$ cat config.mk
export PLATFORM = sky130hd
export DESIGN_NAME = keylock_param_fsm
export DESIGN_NICKNAME = d
export VERILOG_FILES = /design/src/rtl/keylock_param_fsm.sv
export SDC_FILE = /design/constraint.sdc
export NUM_CORES = 1
export LEC_CHECK = 0
export ABC_AREA = 1
export ABC_CLOCK_PERIOD_IN_PS = 2300
export BUFFER_PORTS_ARGS = -buffer_cell sky130_fd_sc_hd__buf_2
export CAP_MARGIN = 5
export CORE_ASPECT_RATIO = 1.5
export CORE_MARGIN = 2
export CORE_UTILIZATION = 30
export DETAILED_ROUTE_END_ITERATION = 8
export GPL_TIMING_DRIVEN = 0
export PLACE_DENSITY_LB_ADDON = 0.05
export SETUP_SLACK_MARGIN = 0.3
export SYNTH_ARGS = -nofsm -noshare
export SYNTH_HDL_FRONTEND = slang
export SYNTH_SLANG_ARGS = --single-unit
$ cat constraint.sdc
create_clock -name clk -period 2.3 [get_ports clk]
set_input_delay 0.46 -clock clk [delete_from_list [all_inputs] [get_ports clk]]
set_output_delay 0.46 -clock clk [all_outputs]
set_load 0.05 [all_outputs]
$ cat src/rtl/keylock_param_fsm.sv
// Parametrised combination-lock controller with full-sequence evaluation, fail counting and timed lockout.
// Optional code programming from the unlocked state is enabled by defining KEYLOCK_PROGRAM_EN.
module keylock_param_fsm #(
   parameter int                              DIGIT_W     = 4,
   parameter int                              CODE_LEN    = 6,
   parameter logic [DIGIT_W*CODE_LEN-1:0]     CODE        = {4'd3, 4'd3, 4'd5, 4'd2, 4'd5, 4'd6},
   parameter int                              MAX_FAILS   = 3,
   parameter int                              LOCKOUT_CYC = 16
) (
   input  logic                               clk,
   input  logic                               reset,
   input  logic                               key_valid,
   input  logic [DIGIT_W-1:0]                 key,
   input  logic                               relock,
`ifdef KEYLOCK_PROGRAM_EN
   input  logic                               prog_en,
`endif
   output logic                               locked,
   output logic                               lockout,
   output logic [$clog2(CODE_LEN+1)-1:0]      progress,
   output logic [$clog2(MAX_FAILS+1)-1:0]     fail_cnt
);

   localparam int PW = $clog2(CODE_LEN + 1);
   localparam int FW = $clog2(MAX_FAILS + 1);
   localparam int TW = $clog2(LOCKOUT_CYC + 1);
   localparam int CW = DIGIT_W * CODE_LEN;

   localparam logic [PW-1:0] LAST_DIGIT = PW'(CODE_LEN);
   localparam logic [FW-1:0] FAIL_LIMIT = FW'(MAX_FAILS);
   localparam logic [TW-1:0] TIMER_END  = TW'(LOCKOUT_CYC - 1);

   typedef enum logic [2:0] {
      IDLE,
      ENTRY,
      UNLOCKED,
      LOCKOUT
`ifdef KEYLOCK_PROGRAM_EN
      , PROGRAM
`endif
   } state_t;

   // Digit 0 sits in the most significant slot of the packed code.
   function automatic logic digit_ne(input logic [CW-1:0] c, input logic [PW-1:0] idx,
                                     input logic [DIGIT_W-1:0] k);
      int pos;
      pos = (CODE_LEN - 1 - int'(idx)) * DIGIT_W;
      return c[pos +: DIGIT_W] != k;
   endfunction

   function automatic logic [FW-1:0] fail_sat_inc(input logic [FW-1:0] f);
      return (f >= FAIL_LIMIT) ? f : f + FW'(1);
   endfunction

`ifdef KEYLOCK_PROGRAM_EN
   function automatic logic [CW-1:0] put_digit(input logic [CW-1:0] c, input logic [PW-1:0] idx,
                                               input logic [DIGIT_W-1:0] k);
      logic [CW-1:0] r;
      int            pos;
      r   = c;
      pos = (CODE_LEN - 1 - int'(idx)) * DIGIT_W;
      r[pos +: DIGIT_W] = k;
      return r;
   endfunction
`endif

   state_t        state, state_n;
   logic          locked_n, lockout_n;
   logic [PW-1:0] progress_n, next_prog;
   logic [FW-1:0] fail_n;
   logic          mismatch, mismatch_n, mm;
   logic [TW-1:0] timer, timer_n;
   logic [CW-1:0] code_act;

`ifdef KEYLOCK_PROGRAM_EN
   logic [CW-1:0] code_reg, code_n;
   logic [CW-1:0] prog_buf, prog_buf_n;
   assign code_act = code_reg;
`else
   assign code_act = CODE;
`endif

   always_ff @(posedge clk) begin
      if (reset) begin
         state    <= IDLE;
         locked   <= 1'b1;
         lockout  <= 1'b0;
         progress <= '0;
         fail_cnt <= '0;
         mismatch <= 1'b0;
         timer    <= '0;
`ifdef KEYLOCK_PROGRAM_EN
         code_reg <= CODE;
         prog_buf <= CODE;
`endif
      end else begin
         state    <= state_n;
         locked   <= locked_n;
         lockout  <= lockout_n;
         progress <= progress_n;
         fail_cnt <= fail_n;
         mismatch <= mismatch_n;
         timer    <= timer_n;
`ifdef KEYLOCK_PROGRAM_EN
         code_reg <= code_n;
         prog_buf <= prog_buf_n;
`endif
      end
   end

   always_comb begin
      state_n    = state;
      locked_n   = locked;
      lockout_n  = lockout;
      progress_n = progress;
      fail_n     = fail_cnt;
      mismatch_n = mismatch;
      timer_n    = timer;
`ifdef KEYLOCK_PROGRAM_EN
      code_n     = code_reg;
      prog_buf_n = prog_buf;
`endif
      next_prog  = progress + PW'(1);
      mm         = mismatch | digit_ne(code_act, progress, key);

      case (state)
         // IDLE always holds progress=0 and mismatch=0, so it shares the ENTRY path.
         IDLE, ENTRY: begin
            if (relock) begin
               state_n    = IDLE;
               progress_n = '0;
               mismatch_n = 1'b0;
            end else if (key_valid) begin
               if (next_prog == LAST_DIGIT) begin
                  mismatch_n = 1'b0;
                  if (!mm) begin
                     state_n    = UNLOCKED;
                     locked_n   = 1'b0;
                     fail_n     = '0;
                     progress_n = next_prog;
                  end else begin
                     progress_n = '0;
                     fail_n     = fail_sat_inc(fail_cnt);
                     if (fail_n == FAIL_LIMIT) begin
                        state_n   = LOCKOUT;
                        lockout_n = 1'b1;
                        timer_n   = '0;
                     end else begin
                        state_n = IDLE;
                     end
                  end
               end else begin
                  state_n    = ENTRY;
                  progress_n = next_prog;
                  mismatch_n = mm;
               end
            end
         end
         UNLOCKED: begin
            if (relock) begin
               state_n    = IDLE;
               locked_n   = 1'b1;
               progress_n = '0;
`ifdef KEYLOCK_PROGRAM_EN
            end else if (prog_en) begin
               state_n    = PROGRAM;
               progress_n = '0;
               prog_buf_n = code_reg;
`endif
            end
         end
         LOCKOUT: begin
            if (timer == TIMER_END) begin
               state_n    = IDLE;
               lockout_n  = 1'b0;
               fail_n     = '0;
               progress_n = '0;
               timer_n    = '0;
            end else begin
               timer_n = timer + TW'(1);
            end
         end
`ifdef KEYLOCK_PROGRAM_EN
         // New digits collect in prog_buf so an aborted session leaves code_reg intact.
         PROGRAM: begin
            if (relock) begin
               state_n    = IDLE;
               locked_n   = 1'b1;
               progress_n = '0;
            end else if (key_valid) begin
               prog_buf_n = put_digit(prog_buf, progress, key);
               if (next_prog == LAST_DIGIT) begin
                  code_n     = prog_buf_n;
                  state_n    = UNLOCKED;
                  progress_n = '0;
               end else begin
                  progress_n = next_prog;
               end
            end
         end
`endif
         default: begin
            state_n = IDLE;
         end
      endcase
   end

endmodule

==> flow_summary.toml, run 1 <==
[finish]
finish.net_count = 175
layout.cell_area.non_filler_sq_um = 1150
diodes = 0
area_delta_synth_final_pct = 17.1
drive_above_1_share = 0.228

[global_route]
grt_antenna_before_repair = 0
grt_start_max_net_pins = 10
grt-ovfl-total = 0
global_route_wire_length_before_repair_um = 4020
global_route.usage.total = 0.142
vias_in_the_first_global_route = 904

[clock_network]
cts_hold_buffers = 0
clk_transition_reported_paths_ns = 0.07
tritoncts = "done"
ctsLongestPathBuffers = 2
cts-buffers-inserted = 3
post_cts_resize_count = 0
cts_post_setup_buffers_inserted = 0
htreeDepth = 1
clock_insertion_delay_worst_skew_ns = 0.25
clkSinkCount = 15
cts_root_buffer = "clkbuf_8"

[floorplanning]
std_cell_rows = 25
design.core.area_sq_um = 3130
initial_utilization = 0.313
design.die.area_sq_um = 3750
io_pins = 15
chipHeight_um = 74.0
chipWidth_um = 50.7

[setup_path]
cp_num_buf_inv = 0
crit_required_ns = 2.42
slowest_stage_delay_on_critical_path_ns = 0.36
critPathTopFamily = "simple AND/OR/NAND/NOR gates"
critPathCaptureType = "register"
startpoint_type = "register"
critical_path.max_fanout = 7
arrival_ns = 1.90
max_stage_delay_cell_worst_path = "dfxtp_2"
crit_type = "register to register"
crit_path_frequent_cell = "nand3_1"
timing.critical_path.cells = "ha_1, o21bai_2, nand3_1, nand2_2, nor2_8, nand2_4, nand2_1, nand3_1, nand2_1, nand3_1"

[yosys]
synth_cell_count_leaders = "nand2_1 (35), nand3_1 (20), a21oi_1 (15), dfxtp_1 (15), inv_1 (13)"
synth_top_cell_by_area = "dfxtp_1"
syn-instance-count = 144
synth.yosys.warnings = 0
synth_area_per_cell_sq_um = 6.80
synth.ff_latch_count = 15
synthArstFlopShare = 0
synth_enable_flop_cells = 0
syn-cell-area_sq_um = 980
synthDominantCellAreaShare = 0.307
synth_nets = 156
synthMostInstantiatedCell = "nand2_1"
post_synth_main_area_contributors = "dfxtp_1 (31%), nand2_1 (13%), nand3_1 (10%)"
yosysUniqueCellTypes = 23
ys_seq_area_frac = 0.307
synth_top_flop_cell = "dfxtp_1"

[timing]
setup_viol = 0
timing_worst_slew_pin_value_ns = 0.323
grt_setup_unrepaired = "false"
tns_ns = 0
final-hold-violation-count = 0
fmax_mhz = 564
timing_max_transition_violations_final = 0
fin_skew_ns = 0.00800
final_min_period_over_clock_period = 0.770
max-slew-margin-rel = 0.783
final.min_clock_period_ns = 1.77

[routing]
totalWireLength_um = 2210
drcViolationCount = 0
first_iter_violations = 26
count_of_nets_left_with_antenna_violations_after_detail_routing = 0
viasPerCell = 4.82
dr_total_vias = 974
post_drt_wl_per_cell_um = 10.9
first_pass_iters = 4

[power]
ir_worst_vdd_uv = 277
power-per-cell-area_nw_per_um2 = 477
power_uw = 547
p_leak_nw = 0.561

[hold_path]
hp-class = "input pin to register"

[flow_run]
maxCapViolations = 0

[run_status]
run_status = "complete, no violations"

[placed_design]
gpl.final_weighted_congestion = 0.786
dp_hpwl_um = 1760
placed_area_sq_um = 1100
buffer_ports.inserted = 14
cells by family (layout without fill, tap and decap cells):
| logic type | after synthesis | count (layout) | synth area share |
|---|---|---|---|
| DFF | 15 | 15 | 0.307 |
| AOI/OAI and AO/OA | 25 | 25 | 0.142 |
| and+or+nand+nor | 81 | 81 | 0.418 |
| adders and majority gates | 4 | 4 | 0.0511 |
| buffers and inverters | 17 | 35 | 0.0651 |
| xor gates and xnor gates | 2 | 2 | 0.0179 |
final timing paths:
check / start / end / slack, ns / depth (start not counted)
max: progress[1]$_SDFFE_PP0P_ / locked$_SDFFE_PP1P_ / 0.53 / 10
min: reset / progress[1]$_SDFFE_PP0P_ / 0.44 / 2
max reg2reg: progress[1]$_SDFFE_PP0P_ / locked$_SDFFE_PP1P_ / 0.53 / 10
min reg2reg: timer[4]$_SDFFE_PP0P_ / timer[4]$_SDFFE_PP0P_ / 0.46 / 2
sequential cells by signal, indices dropped and copies added, names as in the netlist:
name	cells
fail_cnt	2
locked	1
lockout	1
mismatch	1
progress	3
state	2
timer	5
power breakdown:
part	internal [mW]	switching [mW]	total (mW)
combinational	0.0208	0.0420	0.0628
clock	0.120	0.0958	0.216
sequential	0.263	0.00504	0.268
total	0.404	0.143	0.547
worst register-to-register path, delay by kind of cell (launching register included):
family	cells	cell delay, ns
flops	1	0.36
simple gates	8	0.69
compound gates	1	0.24
fa+ha+maj	1	0.35
layout make-up:
cell class / instances / area [sq um]
clock buffers: 3 / 41.3
clock inverters: 1 / 5.00
fillers: 371 / 1980
inverters: 17 / 63.8
multi-input cells: 112 / 616
flip-flops and latches: 15 / 302
well taps: 40 / 50.0
repair buffers: 14 / 70.1
metrics by stage:
| stage | util | cells | setup WS [ns] | hold slack, ns |
|---|---|---|---|---|
| floorplan | - | 144 | 0.308 | 0.433 |
| detailed placement | 0.352 | 198 | 0.505 | 0.453 |
| finish | 0.367 | 202 | 0.528 | 0.442 |
| global placement | 0.352 | 198 | 0.547 | 0.444 |
| CTS | 0.367 | 202 | 0.483 | 0.440 |
| global route | 0.367 | 202 | 0.312 | 0.455 |
metal layers:
metal  vias to the layer above  GRT usage  part of all wire
li1                        507          -                 -
met1                       443      0.153              0.41
met2                        20      0.265              0.53
met3                         4     0.0241             0.038
met4                         0     0.0721             0.021
met5                         -          0                 0
layout by cell type (no fill, tap or decap), drive strengths merged, types with 2 or more instances in the layout:
master and count:
a21oi 16, clkbuf 3, dfxtp 15, nand2 41, nor2 17, nand3 21
o21ai 8, buf 14, clkinv 3, ha 4, xor2 2, inv 15
No activity file was read; power rests on OpenSTA's default activity.
==> run 2: changes to the inputs <==
Settings changed: ABC_CLOCK_PERIOD_IN_PS 2300 to 1650.
Clock period 2.3 ns to 1.65 ns, I/O delays scaled along.
==> run 2 against run 1 <==
  * Total power increased by 45%
  * Highest routed layer unchanged
  * Final area increased by 19%
  * Clock skew grew 0.0019 ns
  * Routed wire length increased by 14%
==> flow_summary.toml, run 2 (synthesis gave the netlist of run 1 again) <==
[run_status]
run_status = "complete, no violations"

[routing]
first_iter_violations = 31
first_pass_iters = 4
viasPerCell = 4.80
drcViolationCount = 0
dr_total_vias = 1018
totalWireLength_um = 2510
post_drt_wl_per_cell_um = 11.8
count_of_nets_left_with_antenna_violations_after_detail_routing = 0

[finish]
area_delta_synth_final_pct = 39.3
final_non_filler_cell_total = 212
finish.net_count = 185
reg.largest.list = "timer: 5 flops, progress: 3 flops"
final_core_util = 0.436
registers.top_by_ff_count = "timer"
layout.cells.most_common_list = "nand2_1 (32), nand3_1 (14), inv_1 (13)"
diodes = 0
drive_above_1_share = 0.413
layout_commonest_cell = "nand2_1"
layout.cell_area.non_filler_sq_um = 1370
largest_register_ffs = 5

[setup_path]
cp_num_buf_inv = 0
critPathCaptureType = "register"
max_stage_delay_cell_worst_path = "dfxtp_4"
arrival_ns = 1.78
crit_required_ns = 1.79
rr_startpoint = "progress[1]$_SDFFE_PP0P_"
worst_r2r_endpoint = "locked$_SDFFE_PP1P_"
crit_type = "register to register"
timing.critical_path.cells = "ha_4, o21bai_4, nand2_2, nand2_2, nand2_4, nor2_8, nand2_4, nand2_2, nand3_2, nand2_1, nand3_1"
critPathTopFamily = "simple AND/OR/NAND/NOR gates"
reg2reg_setup_slack_ns = 0.006
critical_path.max_fanout = 7
startpoint_type = "register"
crit_path_frequent_cell = "nand2_2"
slowest_stage_delay_on_critical_path_ns = 0.36
r2r.worst_path.cells = 11

[floorplanning]
chipWidth_um = 50.7
design.die.area_sq_um = 3750
chipHeight_um = 74.0
design.core.area_sq_um = 3130
std_cell_rows = 25
initial_utilization = 0.313
io_pins = 15

[clock_network]
htreeDepth = 1
clkSinkCount = 15
cts-buffers-inserted = 3
cts_hold_buffers = 0
clock_insertion_delay_worst_skew_ns = 0.26
ctsLongestPathBuffers = 2
tritoncts = "done"
clk_transition_reported_paths_ns = 0.07
cts_root_buffer = "clkbuf_8"

[flow_run]
maxCapViolations = 0

[hold_path]
hp-class = "input pin to register"
worst_hold_path_cell_count = 2
holdCritStartpoint = "reset"
endpoint_worst_hold = "progress[2]$_SDFFE_PP0P_"

[timing]
grt_setup_unrepaired = "true"
setup_viol = 0
timing_max_transition_violations_final = 0
tns_ns = 0
final_min_period_over_clock_period = 0.996
max-slew-margin-rel = 0.776
fmax_mhz = 608
timing_worst_slew_pin_value_ns = 0.335
fin_skew_ns = 0.00988
final.min_clock_period_ns = 1.64
final-hold-violation-count = 0

[placed_design]
gpl.final_weighted_congestion = 0.774
dp_cells = 198
dp_hpwl_um = 1700
buffer_ports.inserted = 14
placed_area_sq_um = 1150

[global_route]
grt_antenna_before_repair = 0
global_route_wire_length_before_repair_um = 3980
vias_in_the_first_global_route = 915
grt_start_max_net_pins = 10
global_route.usage.total = 0.141
grt-ovfl-total = 0

[power]
p_leak_nw = 0.613
power-per-cell-area_nw_per_um2 = 581
ir_worst_vdd_uv = 425
power_uw = 793
run 2: cell types whose count changed in the layout (fill, tap and decap cells not counted), sizes merged:
cell	delta
buf	+6
clkbuf	+2
nand3	+1
nor2	+1
run 2: worst max-delay path by stage:
stage / cells after the start / end / startpoint
after floorplan: 11 / locked$_SDFFE_PP1P_ / progress[1]$_SDFFE_PP0P_
after global placement: 9 / timer[4]$_SDFFE_PP0P_ / progress[1]$_SDFFE_PP0P_
after detailed placement: 9 / timer[4]$_SDFFE_PP0P_ / progress[1]$_SDFFE_PP0P_
after CTS: 9 / timer[4]$_SDFFE_PP0P_ / progress[0]$_SDFFE_PP0P_
after global routing: 11 / locked$_SDFFE_PP1P_ / progress[1]$_SDFFE_PP0P_
final: 11 / locked$_SDFFE_PP1P_ / progress[1]$_SDFFE_PP0P_
run 2: stage by stage:
stage	hold slack [ns]	setup WS, ns
global placement	0.446	-0.00670
floorplan	0.389	0.0432
finish	0.291	0.00627
detailed placement	0.449	-0.0111
CTS	0.294	0.0232
global route	0.305	-0.0972
run 2: layout make-up:
cell class | count | area [sq um]
fill | 329 | 1760
clock inverter | 1 | 5.00
timing repair buffer | 22 | 135
multi-input combinational | 114 | 756
inverter | 17 | 63.8
sequential | 15 | 314
clock buffer | 3 | 41.3
tap | 40 | 50.0
run 2: repair_timing:
action,4_1_cts,5_1_grt
setup endpoints to repair,15,17
setup buffers,5,3
gates cloned,1,1
resized for setup,9,14
pin swaps,8,7
run 2: where the power goes:
part	internal [mW]	total (mW)	switching [mW]
Combinational	0.0355	0.104	0.0683
Sequential	0.363	0.370	0.00655
Clock	0.168	0.319	0.151
run 2: routing by layer:
layer / up-vias / part of all wire / global-route usage
met5: - / 0 / 0
met4: 0 / 0.020 / 0.0811
met3: 5 / 0.029 / 0.0221
met2: 17 / 0.51 / 0.251
met1: 463 / 0.44 / 0.159
li1: 533 / - / -
==> run 3: changes to the inputs <==
Settings changed: ABC_CLOCK_PERIOD_IN_PS 1650 to 2000, CTS_CLUSTER_DIAMETER set to 50.
Clock period 1.65 ns to 2 ns, I/O delays scaled along.
==> run 3 against run 2 <==
  * Clock-buffer cell count unchanged
  * Largest power group unchanged
  * Via count down 3.3%
  * Total power fell by 19%
  * Core utilization shrank 2.8 points
  * Final area shrank 6.5%
  * Clock power down 20%
  * Critical path type unchanged
  * First-iteration DRC count grew 3.2%
==> flow_summary.toml, run 3 (synthesis gave the netlist of run 1 again) <==
[routing]
first_iter_violations = 32
count_of_nets_left_with_antenna_violations_after_detail_routing = 0
first_pass_iters = 4
dr_total_vias = 984
totalWireLength_um = 2350
viasPerCell = 4.73
drcViolationCount = 0
post_drt_wl_per_cell_um = 11.3

[finish]
layout_commonest_cell = "nand2_1"
finish.net_count = 181
area_used_by_sequential_logic_in_the_layout_sq_um = 310
diodes = 0
drive_above_1_share = 0.345
registers.top_by_ff_count = "timer"
final_core_util = 0.408
area_delta_synth_final_pct = 30.3
largest_register_ffs = 5
reg.largest.list = "timer: 5 flops, progress: 3 flops"
fillCellCount = 354
multiInputGateArea_sq_um = 698
layout.cells.most_common_list = "nand2_1 (34), nand3_1 (19), buf_2 (14)"

[global_route]
vias_in_the_first_global_route = 885
grt_start_max_net_pins = 10
grt-ovfl-total = 0
grt_antenna_before_repair = 0
global_route_wire_length_before_repair_um = 4030
global_route.usage.total = 0.142

[timing]
final_min_period_over_clock_period = 0.822
timing_max_transition_violations_final = 0
final-hold-violation-count = 0
final.min_clock_period_ns = 1.64
tns_ns = 0
timing.final.ws_setup_ns = 0.355
grt_setup_unrepaired = "true"
fmax_mhz = 608
timing_worst_slew_pin_value_ns = 0.332
setup_viol = 0
fin_skew_ns = 0.00841
max-slew-margin-rel = 0.778

[power]
power_switching_share = 0.274
p_leak_nw = 0.586
ir_worst_vdd_uv = 402
p_int_uw = 466
clkPwrFrac = 0.400
power-per-cell-area_nw_per_um2 = 503
share_seq_of_total_power = 0.477
pwr-share-comb = 0.123
power_spent_charging_and_discharging_nets_uw = 176

[clock_network]
ctsLongestPathBuffers = 2
cts-buffers-inserted = 3
cts_hold_buffers = 0
tritoncts = "done"
clock_insertion_delay_worst_skew_ns = 0.26
clk_transition_reported_paths_ns = 0.07
clkSinkCount = 15
cts_root_buffer = "clkbuf_8"
htreeDepth = 1

[setup_path]
cp_num_buf_inv = 0
critical_path.max_fanout = 7
startpoint_type = "register"
critPathTopFamily = "simple AND/OR/NAND/NOR gates"
critPathCaptureType = "register"
crit_path_frequent_cell = "nand2_1"
crit_required_ns = 2.13
arrival_ns = 1.78
timing.critical_path.cells = "ha_4, o21bai_4, nand2_1, nand2_1, nand2_2, nor2_8, nand2_4, nand2_2, nand3_2, nand2_1, nand3_1"
slowest_stage_delay_on_critical_path_ns = 0.37
crit_type = "register to register"
max_stage_delay_cell_worst_path = "dfxtp_4"

[floorplanning]
design.die.area_sq_um = 3750
design.core.area_sq_um = 3130
io_pins = 15
std_cell_rows = 25
initial_utilization = 0.313
chipHeight_um = 74.0
chipWidth_um = 50.7

[placed_design]
dp_hpwl_um = 1720
buffer_ports.inserted = 14
dp_slack_ns = 0.328
gpl.final_weighted_congestion = 0.780

[flow_run]
maxCapViolations = 0

[run_status]
run_status = "complete, no violations"

[hold_path]
hp-class = "input pin to register"
-- run 3: changes by cell type in the layout (fill, tap and decap cells not counted), sizes merged --
cell | before | now
buf | 20 | 19
clkbuf | 5 | 3
nand3 | 22 | 21
-- run 3: layer usage --
metal | vias up | global-route usage | part of all wire
li1 | 525 | - | -
met1 | 441 | 0.173 | 0.43
met2 | 14 | 0.250 | 0.53
met3 | 4 | 0.0181 | 0.022
met4 | 0 | 0.0631 | 0.018
met5 | - | 0 | 0
-- run 3: power by group through the flow --
stage,clock network (mW),logic (mW),registers [mW]
after detailed placement,0,0.0742,0.313
after global placement,0,0.0731,0.313
after floorplan,0,0.0461,0.319
after CTS,0.266,0.0746,0.306
final,0.256,0.0788,0.306
after global routing,0.280,0.0880,0.307
-- run 3: cell type report --
type / count / area share
multi-input combinational: 113 / 0.547
sequential: 15 / 0.243
timing repair buffer: 19 / 0.0843
inverter: 17 / 0.0500
tap: 40 / 0.0392
clock buffer: 3 / 0.0324
clock inverter: 1 / 0.00392
-- run 3: through the flow --
| stage | cells | power [mW] | hold slack [ns] | instance area [sq um] |
|---|---|---|---|---|
| finish | 208 | 0.641 | 0.379 | 1280 |
| global route | 208 | 0.675 | 0.384 | 1280 |
| CTS | 202 | 0.647 | 0.370 | 1170 |
| detailed placement | 198 | 0.387 | 0.449 | 1120 |
| global placement | 198 | 0.386 | 0.444 | 1120 |
| floorplan | 144 | 0.365 | 0.433 | 1000 |
-- run 3: worst paths after layout --
path | startpoint | to | slack [ns] | cells after the start
hold / removal | reset | progress[1]$_SDFFE_PP0P_ | 0.38 | 2
setup / recovery | progress[1]$_SDFFE_PP0P_ | locked$_SDFFE_PP1P_ | 0.36 | 11
hold reg to reg | locked$_SDFFE_PP1P_ | locked$_SDFFE_PP1P_ | 0.46 | 2
setup reg to reg | progress[1]$_SDFFE_PP0P_ | locked$_SDFFE_PP1P_ | 0.36 | 11
-- run 3: repair_timing --
action	4_1_cts	5_1_grt
endpoints found under the setup margin	0	15
buffers inserted	0	5
gates resized for setup	0	16
-- run 3: worst register-to-register path, delay by kind of cell (launching register included) --
family,cells,cell delay [ns]
and+or+nand+nor,9,0.74
DFF,1,0.37
adders and majority gates,1,0.28
AOI/OAI and AO/OA,1,0.13
